[src/rtl/coreriscv_axi4_meta_arbiter_pkg.sv]
// Shared cache-metadata definitions for the AXI4 meta arbiter.
// Payload packing is {idx, way_en, tag, coh_state}, MSB to LSB.
package coreriscv_axi4_meta_arbiter_pkg;

  typedef enum logic {
    POL_FIXED = 1'b0,
    POL_RR    = 1'b1
  } arb_pol_e;

  function automatic int pay_width(
    int idx_w,
    int ways,
    int tag_w,
    int coh_w
  );
    return idx_w + ways + tag_w + coh_w;
  endfunction

  function automatic int ch_width(int n);
    return (n > 1) ? $clog2(n) : 1;
  endfunction

  // Field LSB offsets inside a packed payload.
  function automatic int coh_lsb();
    return 0;
  endfunction

  function automatic int tag_lsb(int coh_w);
    return coh_w;
  endfunction

  function automatic int way_lsb(int coh_w, int tag_w);
    return coh_w + tag_w;
  endfunction

  function automatic int idx_lsb(
    int coh_w,
    int tag_w,
    int ways
  );
    return coh_w + tag_w + ways;
  endfunction

endpackage

[src/rtl/coreriscv_axi4_rr_grant.sv]
// Grant selection: first valid at or after ptr (round-robin)
// or lowest valid index (fixed priority).
module coreriscv_axi4_rr_grant
  import coreriscv_axi4_meta_arbiter_pkg::*;
#(
  parameter int N    = 3,
  parameter int CH_W = 2
) (
  input  logic [N-1:0]    valid,
  input  logic [CH_W-1:0] ptr,
  input  arb_pol_e        mode,
  output logic [N-1:0]    grant,
  output logic [CH_W-1:0] idx
);

  int   base;
  int   j;
  logic found;

  always_comb begin
    grant = '0;
    idx   = '0;
    found = 1'b0;
    j     = 0;
    base  = (mode == POL_RR) ? int'(ptr) : 0;
    for (int k = 0; k < N; k++) begin
      j = (base + k) % N;
      if (!found && valid[j]) begin
        found    = 1'b1;
        grant[j] = 1'b1;
        idx      = CH_W'(j);
      end
    end
  end

endmodule

[src/rtl/coreriscv_axi4_meta_arbiter.sv]
// N-way cache-metadata arbiter with a one-entry registered
// output stage; round-robin or fixed-priority grant.
module coreriscv_axi4_meta_arbiter
  import coreriscv_axi4_meta_arbiter_pkg::*;
#(
  parameter  int N_IN    = 3,
  parameter  int IDX_W   = 7,
  parameter  int WAYS    = 1,
  parameter  int TAG_W   = 19,
  parameter  int COH_W   = 2,
  parameter  int RR_MODE = 1,
  localparam int PAY_W   =
    pay_width(IDX_W, WAYS, TAG_W, COH_W),
  localparam int CH_W    = ch_width(N_IN)
) (
  input  logic                  clk,
  input  logic                  reset,
  input  logic [N_IN-1:0]       io_in_valid,
  output logic [N_IN-1:0]       io_in_ready,
  input  logic [N_IN*PAY_W-1:0] io_in_bits,
  output logic                  io_out_valid,
  input  logic                  io_out_ready,
  output logic [PAY_W-1:0]      io_out_bits,
  output logic [CH_W-1:0]       io_chosen
);

  localparam arb_pol_e MODE =
    (RR_MODE != 0) ? POL_RR : POL_FIXED;

  logic [CH_W-1:0]  ptr;
  logic [CH_W-1:0]  gidx;
  logic [CH_W-1:0]  ptr_nxt;
  logic [N_IN-1:0]  grant;
  logic [PAY_W-1:0] sel;
  logic             can_load;
  logic             xfer;

  coreriscv_axi4_rr_grant #(
    .N    (N_IN),
    .CH_W (CH_W)
  ) u_grant (
    .valid (io_in_valid),
    .ptr   (ptr),
    .mode  (MODE),
    .grant (grant),
    .idx   (gidx)
  );

  assign can_load = ~io_out_valid | io_out_ready;

  // Reset gating keeps requesters from handshaking while held in reset.
  assign io_in_ready =
    (reset & can_load) ? grant : '0;

  assign xfer = |(io_in_valid & io_in_ready);

  assign ptr_nxt =
    (gidx == CH_W'(N_IN - 1)) ? '0 : gidx + CH_W'(1);

  always_comb begin
    sel = '0;
    for (int i = 0; i < N_IN; i++) begin
      if (grant[i]) begin
        sel = sel | io_in_bits[i*PAY_W +: PAY_W];
      end
    end
  end

  always_ff @(posedge clk or negedge reset) begin
    if (!reset) begin
      io_out_valid <= 1'b0;
      io_out_bits  <= '0;
      io_chosen    <= '0;
      ptr          <= '0;
    end else if (xfer) begin
      io_out_valid <= 1'b1;
      io_out_bits  <= sel;
      io_chosen    <= gidx;
      if (MODE == POL_RR) begin
        ptr <= ptr_nxt;
      end
    end else if (io_out_ready) begin
      io_out_valid <= 1'b0;
    end
  end

endmodule

[config.mk]
export PLATFORM = sky130hd
export DESIGN_NAME = coreriscv_axi4_meta_arbiter
export DESIGN_NICKNAME = d
export VERILOG_FILES = /design/src/rtl/coreriscv_axi4_meta_arbiter_pkg.sv /design/src/rtl/coreriscv_axi4_rr_grant.sv /design/src/rtl/coreriscv_axi4_meta_arbiter.sv
export SDC_FILE = /design/constraint.sdc
export NUM_CORES = 1
export LEC_CHECK = 0
export ABC_AREA = 1
export BUFFER_PORTS_ARGS = -buffer_cell sky130_fd_sc_hd__buf_2
export CAP_MARGIN = 5
export CELL_PAD_IN_SITES_DETAIL_PLACEMENT = 1
export CELL_PAD_IN_SITES_GLOBAL_PLACEMENT = 2
export CORE_UTILIZATION = 23
export DETAILED_ROUTE_END_ITERATION = 8
export HOLD_SLACK_MARGIN = 0.12
export PLACE_DENSITY = 0.8
export SLEW_MARGIN = 5
export SYNTH_ARGS = -nofsm -noshare
export SYNTH_HDL_FRONTEND = slang
export SYNTH_SLANG_ARGS = --single-unit
[constraint.sdc]
create_clock -name clk -period 2.4 [get_ports clk]
set_input_delay 0.12 -clock clk [delete_from_list [all_inputs] [get_ports clk]]
set_output_delay 0.12 -clock clk [all_outputs]
set_load 0.03 [all_outputs]
# [After elaboration in Yosys (flattened, before gate mapping)]
# Index checks and enable logic that the tools add are counted.
[word_totals] regBits=34 in_bits=93 word_cells=64
[classes] n_addsub=3 n_div=3 magnitude_cmp=6 n_eq_ne=1 mux=30 bitwise=8 reduce_logical=9
[op_table] op="$ge A32 B1 Y1 const B" n=3
[op_table] op="$lt A32 B4 Y1 const B" n=3
[op_table] op="$mux W29" n=3
[op_table] op="$mod A32 B3 Y32 const B" n=2
[op_table] op="$or A29 B29 Y29" n=2
[op_table] op="$mod A3 B3 Y32 const B" n=1
[op_table] op="$mux W1" n=13
[op_table] op="$mux W3" n=4
[op_table] op="$mux W2" n=4
[op_table] op="$bmux W1 S2" n=3
[op_table] op="$demux W1 S2" n=3
[op_table] op="$or A3 B3 Y3" n=2
[op_table] op="$logic_and A1 B1 Y1" n=5
[op_table] op="$add A2 B1 Y3 const B" n=1
[op_table] op="$add A2 B2 Y3 const B" n=1
[op_table] op="$and A3 B3 Y3" n=1
[op_table] op="$reduce_or A3 Y1" n=1
[op_table] op="$add A2 B1 Y2 const B" n=1
[op_table] op="$eq A2 B2 Y1 const B" n=1
[op_table] op="$logic_not A1 Y1" n=2
[op_table] op="$reduce_bool A2 Y1" n=1
[op_table] op="$and A1 B1 Y1" n=1
[op_table] op="$not A1 Y1" n=1
[op_table] op="$or A1 B1 Y1" n=1

# [Depth between registers and ports, before layout]
# Gate-level depths: netlist of run 1.
[depth] word_depth=16 ltp_mapped=17

# [Modules after synthesis]
# A second synthesis of run 1 with hierarchy kept.
[unflattened] hier_cells=349 area_unflattened_um2=2438.6
[by_module_without_submodules] module="coreriscv_axi4_meta_arbiter" n_inst=1 cells_per_inst=288 area_each_um2=2104.5
[by_module_without_submodules] module="coreriscv_axi4_rr_grant" n_inst=1 cells_per_inst=61 area_each_um2=334.1

# [Worst setup path after synthesis of run 1]
# No wires, ideal clock.
[synth_timing] kind="reg2reg" from="reg ptr[0]" to="reg io_chosen[1]" setup_time_ns=0.118 arrival_ns=1.818 setup_slack_ns=0.465 stages_incl_launch_ff=16 path_buffers=1 period_less_slack_ns=1.935 cell_sequence="dfrtp_1 -> inv_1 -> ha_1 -> inv_2 -> nand2_1 -> nand3_1 -> nand2_2 -> nand3_1 -> nand2_1 -> inv_2 -> nand2_4 -> nand3_4 -> nand3_4 -> buf_12 -> nand2_2 -> nand2_1"
[synth_via] elab_chain_len=14 elab_cells_between_ends=46 cone_classes="2 x add/sub; 3 x div; 6 x order compare; 24 x mux; 3 x bitwise; 8 x reduce/logical"
[synth_lines] item="start, declared" line_no="coreriscv_axi4_meta_arbiter.sv:30" source="logic [CH_W-1:0] ptr;"
[synth_lines] item="start signal, assigned" line_no="coreriscv_axi4_meta_arbiter.sv:80" source="ptr <= ptr_nxt;"
[synth_lines] item="branches (longest 14 deep; another with $mod A32 B3 Y32)"
[synth_lines] item="end signal, assigned" line_no="coreriscv_axi4_meta_arbiter.sv:78" source="io_chosen <= gidx;"
[synth_lines] item="end, declared" line_no="coreriscv_axi4_meta_arbiter.sv:24" source="output logic [CH_W-1:0] io_chosen"
# Several ways; the timed one is not identified. The select of a mux whose other input is x is not followed.
# A chain may end at the register's enable or synchronous reset.

# [Final worst setup path of run 1]
[layout_timing] from="reg ptr[0]" to="out io_in_ready[1]"
[layout_via] elab_chain_len=12 elab_cells_between_ends=41 cone_classes="2 x add/sub; 3 x div; 6 x order compare; 21 x mux; 2 x bitwise; 7 x reduce/logical"
[layout_lines] item="branches (longest 10 deep; another with $mod A32 B3 Y32)"
[layout_lines] item="$mux W3 (*)" line_no="coreriscv_axi4_rr_grant.sv:28" source="if (!found && valid[j]) begin"
[layout_lines] item="$mux W3 (*)" line_no="coreriscv_axi4_meta_arbiter.sv:53" source="(reset & can_load) ? grant : '0;"
[layout_lines] item="end, declared" line_no="coreriscv_axi4_meta_arbiter.sv:19" source="output logic [N_IN-1:0] io_in_ready,"
# Mark *: on every way between the ends. The select of a mux whose other input is x is not followed.

==> metrics.md, run 1 <==
| Metric | Value |
|---|---|
| Status | `completed` |
| P_leak | `between 1.5 and 2 nW` |
| Final Skew | `~3.2 ps` |
| Share of cells above drive strength 1 | `0.4261` |
| H-tree depth | `2` |
| WL/cell | `13.87 µm` |
| Core ar. | `10280 µm²` |
| Final min period | `roughly 2200 ps` |
| Finished Core Util | `0.3247` |
| Reg-to-reg startpoint | `ptr[0]` |
| PortBufs | `127` |
| Crit path DAT | `approximately 2100 ps` |
| Hpwl dp | `6.477 mm` |
| Min-delay src | `io_out_ready` |
| Initial Utilization | `0.2370` |
| Top cells by area, synth | `dfrtp_1 (35%), nand2_1 (21%), nand4_1 (9.5%)` |
| Avg Vias per Cell | `4.507` |
| Slew headroom | `0.7071` |
| Clock slew at reported path FFs | `about 70 ps` |
| Flop2flop setup slack | `160 ps` |
| DR DRC count | `0` |
| Synth Net Count | `roughly 430` |
| Filler Cell Count | `1342` |
| Area leader, netlist | `dfrtp_1` |
| Hold EP | `io_out_valid` |
| Hold path depth | `4` |
| Crit-path max FO | `6` |
| Congestion Overflow GR | `0` |
| Mapped Cells | `336` |
| First-pass GRT wire length | `14.03 mm` |
| Drt initial violations | `about 140` |
| DIE AREA | `11010 µm²` |
| Unique masters post-synth | `22` |
| Startpoint Class | `flip-flop` |
| Max-cap viol count | `0` |
| Fin. Hold Viols | `0` |
| Antenna cells | `0` |
| Fin nets | `roughly 570` |
| Synth top area share | `0.3493` |
| Avg Inst Size Synth | `7.250 µm²` |
| Pins Over Slew Limit | `0` |
| Pwr Density | `1542 nW/µm²` |
| Routed WL | `8.364 mm` |
| Num Clock Sinks | `34` |
| Clock tree buffer depth | `2` |
| Most common cell after layout, fill and taps aside | `nand2_1` |
| GP Congestion | `a little over 0.8` |
| Sequential area share after synthesis | `0.3493` |
| Boundary Pins | `between 100 and 150` |
| Pre-antenna DRT Iters | `4` |
| Final Setup Violations | `0` |
| Crit path buffers/inverters | `4` |
| Cell family with most CP delay | `simple AND/OR/NAND/NOR gates` |
| CTS tree | `yes` |
| Largest net degree at the start of global routing | `35` |
| Root buffer cell | `clkbuf_8` |
| Tot GR Track Use | `0.1587` |
| Worst path max stage delay | `roughly 400 ps` |
| Worst R2R Path Depth | `15` |
| Die Wd | `approximately 100 µm` |
| Max Freq | `about 450 MHz` |
| Initial antenna violation count | `0` |
| Pre-CTS setup slack | `around 95 ps` |
| Critical Path End Type | `output pin` |
| Slowest CP cell | `dfrtp_1` |
| FF+latch count, synth | `34` |
| Synth Warn # | `0` |
| TritonCTS buffer count | `5` |
| Critical-path cell list | `inv_1 -> ha_2 -> inv_2 -> nand2_1 -> nand3_1 -> nand2_2 -> nand3_1 -> nand2_1 -> inv_2 -> a21oi_1 -> buf_2` |
| Most used cells in the layout excluding fill and tap cells | `nand2_1 (139), buf_2 (127), nand3_1 (38), nand4_1 (37), nand2_2 (35)` |
| Final worst path period share | `0.9360` |
| Area grow syn2layout | `36.98%` |
| Via Count | `2718` |
| Non-filler cells, final | `~600` |
| Final worst slack | `~150 ps` |
| Reg2Reg Capture Point | `io_out_bits[17]` |
| Design Power | `5.146 mW` |
| VDD IR-drop max | `0.6007 mV` |
| Worst-skew pair later-pin latency | `280 ps` |
| Worst-margin pin slew | `439.4 ps` |
| Setup CP Type | `flip-flop to output pin` |
| CP required | `2280 ps` |
| Vert. Die Dim | `roughly 100 µm` |
| Post-Syn Area | `2436 µm²` |
| Antenna-violating nets left | `0` |
| Cells after DPL | `591` |
| Number of global-route vias before repair | `between 2000 and 3000` |
| Row count | `37` |
| Hold crit path type | `input port to flip-flop` |
==> cell type report <==
cell class              count  area, µm²  area share
multi-input cells         268       1363      0.4083
well taps                 136      170.2     0.05099
flip-flops and latches     34      850.8      0.2550
inverters                  13      48.80     0.01462
clock buffers               6      82.58     0.02475
repair buffers            146      822.0      0.2463
==> worst min-delay path, stage by stage <==
cell and delay, ps:
buf_2 70, inv_1 30, nand2_1 60, nand4_1 90
==> cell families after synthesis <==
group	after synthesis	share of synthesized area
simple gates	259	0.5259
buf+inv	34	0.09245
flops	34	0.3493
compound gates	5	0.01181
fa+ha+maj	4	0.02055
==> cell usage after synthesis <==
cell type and n:
nand2_1 139, nand3_1 38, nand4_1 37, nand2_2 35, dfrtp_1 34, buf_2 12
inv_1 9, buf_6 4, ha_1 4, nand3_2 4, buf_12 3, inv_2 3
nand3_4 3, a21oi_1 2, nand2_4 2, a31oi_1 1, buf_4 1, clkbuf_1 1
clkinv_1 1, nor2_1 1, o211ai_1 1, o21ai_0 1
==> what timing repair did <==
| item | 4_1_cts | 5_1_grt |
|---|---|---|
| setup buffers | 0 | 5 |
| resized for setup | 0 | 2 |
| endpoints found under the setup margin | 0 | 34 |
| hold buffers | 1 | 0 |
| endpoints found under the hold margin | 34 | 0 |
==> report_power, final <==
| group | switching [mW] | internal, mW |
|---|---|---|
| combinational | 2.50 | 1.24 |
| sequential | 0.151 | 0.831 |
| clock | 0.199 | 0.221 |
==> routing by layer <==
metal | vias up | share of wire | GRT usage
met1 | 1252 | 0.46 | 0.2049
met3 | 5 | 0.057 | 0.02932
li1 | 1366 | - | -
met2 | 95 | 0.47 | 0.2720
met4 | 0 | 0.0098 | 0.03924
met5 | - | 0 | 0
==> per-stage QoR <==
stage	hold slack (ps)	cell area, µm²	setup TNS [ps]
6_report	143.8	3337	0
3_3_place_gp	205.6	3201	0
3_5_place_dp	211.8	3201	0
4_1_cts	146.2	3293	0
5_1_grt	153.6	3337	-38.99
2_1_floorplan	-175.6	2436	0
==> sequential cells by signal (all words and copies together) (netlist names) <==
signal,count
io_chosen,2
io_out_bits,29
io_out_valid,1
ptr,2
==> worst max-delay path by stage <==
stage / from / endpoint / slack (ps) / cells past startpoint
finish: ptr[0] / io_in_ready[1] / 150 / 11
global route: ptr[0] / io_out_bits[12] / -10 / 15
CTS: ptr[0] / io_out_bits[25] / 80 / 14
detailed placement: ptr[0] / io_out_bits[25] / 100 / 14
global placement: ptr[0] / io_out_bits[17] / 200 / 14
floorplan: ptr[0] / io_chosen[1] / 460 / 15
Note: power is estimated with default switching activity, not from simulation.
==> run 2: changes to the inputs <==
--- a/config.mk
+++ b/config.mk
@@ -5,12 +5,12 @@
 export SDC_FILE = /design/constraint.sdc
 export NUM_CORES = 1
 export LEC_CHECK = 0
-export ABC_AREA = 1
+export ABC_AREA = 0
 export BUFFER_PORTS_ARGS = -buffer_cell sky130_fd_sc_hd__buf_2
 export CAP_MARGIN = 5
 export CELL_PAD_IN_SITES_DETAIL_PLACEMENT = 1
 export CELL_PAD_IN_SITES_GLOBAL_PLACEMENT = 2
-export CORE_UTILIZATION = 23
+export CORE_UTILIZATION = 24
 export DETAILED_ROUTE_END_ITERATION = 8
 export HOLD_SLACK_MARGIN = 0.12
 export PLACE_DENSITY = 0.8
==> run 2 against run 1 <==
Against the previous run:
- the flow now finishes with violations (setup timing)
- cell count decreased by 22%
- sequential share of layout area decreased by 2.0 points
- critical path depth unchanged
- hold slack got worse by 15 ps
- critical path type is now flip-flop to flip-flop
- highest routed layer unchanged
==> metrics.md, run 2 <==
| Metric | Value |
|---|---|
| Max-cap viol count | `0` |
| Area leader, netlist | `dfrtp_1` |
| Synth Warn # | `0` |
| Setup CP Type | `flip-flop to flip-flop` |
| Most used cells in the layout excluding fill and tap cells | `buf_2 (124), dfrtp_1 (33), inv_1 (32), a222oi_1 (29), mux2i_1 (28)` |
| Routed WL | `8.149 mm` |
| Most common cell after layout, fill and taps aside | `buf_2` |
| Post-Syn Area | `approximately 2100 µm²` |
| Internal | `3.459 mW` |
| Slowest CP cell | `a222oi_1` |
| Clock slew at reported path FFs | `80 ps` |
| Vert. Die Dim | `95.20 µm` |
| Length of routed wiring on met1 | `3.237 mm` |
| Mapped Cells | `199` |
| WL/cell | `17.38 µm` |
| Root buffer cell | `clkbuf_8` |
| Crit path DAT | `about 2700 ps` |
| CP required | `2550 ps` |
| PortBufs | `around 130` |
| Number of global-route vias before repair | `between 2000 and 2500` |
| Design Power | `6.213 mW` |
| VDD IR-drop max | `between 0.4 and 0.5 mV` |
| Max Freq | `395.7 MHz` |
| Cell Area, Placed | `3047 µm²` |
| Switching power | `2.754 mW` |
| P_leak | `between 1.5 and 2 nW` |
| Commonest cells post-synth | `dfrtp_1 (34), inv_1 (34), mux2i_1 (31)` |
| Largest net degree at the start of global routing | `35` |
| Core ar. | `8299 µm²` |
| DR WL met2 | `4.237 mm` |
| CTS tree | `yes` |
| Worst R2R Path Depth | `11` |
| Unique masters post-synth | `40` |
| Avg Inst Size Synth | `10.47 µm²` |
| Critical-path cell list | `buf_6 -> ha_4 -> buf_6 -> and3b_2 -> buf_6 -> a211oi_2 -> buf_4 -> a22o_4 -> buf_4 -> a222oi_1 -> mux2i_2` |
| Critical Path End Type | `flip-flop` |
| Pre-antenna DRT Iters | `7` |
| Top_reg_cell synth | `dfrtp_1` |
| Logic pwr share | `0.728` |
| DR DRC count | `0` |
| Worst-skew pair later-pin latency | `290 ps` |
| Status | `finished with violations` |
| Worst-margin pin slew | `between 400 and 500 ps` |
| FF+latch count, synth | `34` |
| Hold path depth | `3` |
| Top flop regs | `io_out_bits x29, io_chosen x2, ptr x2` |
| Reg-to-reg startpoint | `ptr[0]` |
| Fin nets | `460` |
| Met3 WL | `627 µm` |
| Top reg by flops | `io_out_bits` |
| Initial antenna violation count | `0` |
| DIE AREA | `9062 µm²` |
| Min-delay src | `io_in_bits[8]` |
| Post-synth EDFFs | `0` |
| Filler Cell Count | `946` |
| Final worst path period share | `1.053` |
| Sequential power share | `0.165` |
| Boundary Pins | `128` |
| Non-filler cells, final | `469` |
| RSZ-0062 raised after global routing | `true` |
| Clock network fraction of total power | `0.108` |
| Sequential area share after synthesis | `0.4082` |
| Top cells by area, synth | `dfrtp_1 (41%), mux2i_1 (15%), a222oi_1 (14%)` |
| Pins Over Slew Limit | `0` |
| Row count | `33` |
| Die Wd | `95.20 µm` |
| Drt initial violations | `approximately 140` |
| Synth Net Count | `296` |
| Antenna-violating nets left | `0` |
| GP Congestion | `0.8836` |
| Via Count | `~2300` |
| Startpoint Class | `flip-flop` |
| Avg Vias per Cell | `~4.8` |
| Worst path max stage delay | `430 ps` |
| Final Setup Violations | `33` |
| Max reg flops | `29` |
| Congestion Overflow GR | `0` |
| Cells after DPL | `442` |
| Num Clock Sinks | `34` |
| Pwr Density | `1712 nW/µm²` |
| Hold crit path type | `input port to flip-flop` |
| Post-route cell area | `3630 µm²` |
| TritonCTS buffer count | `5` |
| Area grow syn2layout | `74.13%` |
| Synth top area share | `0.4082` |
| Crit-path max FO | `15` |
| Flop2flop setup slack | `-130 ps` |
| Slew headroom | `0.6977` |
| H-tree depth | `2` |
| Switching Fraction | `0.4433` |
| Final min period | `between 2000 and 3000 ps` |
| Final hold slack | `around 130 ps` |
| Hpwl dp | `5.636 mm` |
| Antenna cells | `0` |
| Setup TNS | `-2355 ps` |
| First-pass GRT wire length | `12.02 mm` |
| Fin. Hold Viols | `0` |
| Final Skew | `approximately 7.7 ps` |
| Tot GR Track Use | `0.1795` |
| Initial Utilization | `0.2512` |
| Highest routed layer | `met4` |
| Most common cell on crit path | `buf_6` |
| Post-synth ARST share | `1.000` |
| Failing checks | `setup timing` |
| Final worst slack | `-127.3 ps` |
| Reg2Reg Capture Point | `io_out_bits[0]` |
| Clock tree buffer depth | `2` |
| Hold EP | `io_out_bits[8]` |
| Share of cells above drive strength 1 | `0.5879` |
run 2: changes by cell type after synthesis, moves of 4 or more:
cell and delta:
a222oi_1 +29, buf_2 -8, clkbuf_1 +6, inv_1 +25
mux2_2 +4, mux2i_1 +31, nand2_1 -133, nand2_2 -35
nand3_1 -36, nand3_2 -4, nand4_1 -37, nor2_1 +4
nor2b_1 +5
run 2: logic make-up (layout without fill, tap and decap cells):
group                      count (synthesis)  count (layout)  synth area share
AOI/OAI and AO/OA                         50              50            0.2263
muxes                                     36              36            0.1759
DFF                                       34              34            0.4082
and+or+nand+nor                           26              26           0.06783
adders and majority gates                  4               4           0.02401
buffers and inverters                     49             214           0.09784
run 2: final cells by class:
cell class                      count  area [µm²]  area share
Tap cell                          105       131.4     0.03619
Multi-Input combinational cell    116        1222      0.3368
Clock inverter                      2       60.06     0.01655
Sequential cell                    34       852.1      0.2347
Timing Repair Buffer              172        1154      0.3178
Clock buffer                        6       82.58     0.02275
Inverter                           34       127.6     0.03516
run 2: power groups by stage:
stage          Sequential, mW  Combinational, mW  Clock, mW
2_1_floorplan            1.56               1.74          0
3_3_place_gp             1.02               3.41          0
3_5_place_dp             1.03               3.48          0
4_1_cts                  1.02               4.44      0.686
5_1_grt                  1.07               4.82      0.709
6_report                 1.02               4.52      0.670
run 2: metrics by stage:
stage | util | worst slack (ps)
after global routing | 0.4374 | -247.9
after detailed placement | 0.3671 | -299.5
after CTS | 0.4310 | -128.2
after global placement | 0.3671 | -178.1
after floorplan | - | -237.0
final | 0.4374 | -127.3
run 2: metal layers:
metal	track usage	up-vias
met1	0.2016	1067
met3	0.04306	6
met2	0.3381	95
li1	-	1082
met4	0.04040	0
met5	0	-
run 2: repair_timing:
item | in CTS | in global routing
hold endpoints to repair | 34 | 0
hold buffers | 1 | 0
gates cloned | 4 | 0
endpoints found under the setup margin | 36 | 36
buffers inserted | 13 | 2
resized for setup | 38 | 16
pin swaps | 20 | 7
run 2: worst max-delay path by stage:
stage,startpoint,endpoint,slack [ps]
after floorplan,ptr[0],io_chosen[0],-240
after global placement,ptr[0],io_out_bits[14],-180
after detailed placement,ptr[0],io_out_bits[24],-300
after CTS,ptr[0],io_out_bits[1],-130
after global routing,ptr[0],io_out_bits[0],-250
final,ptr[0],io_out_bits[0],-130
run 2: critical path, delay by kind of cell (launching register included):
family | cells | cell delay (ps)
AOI/OAI and AO/OA | 3 | 710
adders and majority gates | 1 | 160
muxes | 1 | 130
and+or+nand+nor | 1 | 250
buffers and inverters | 5 | 740
DFF | 1 | 410
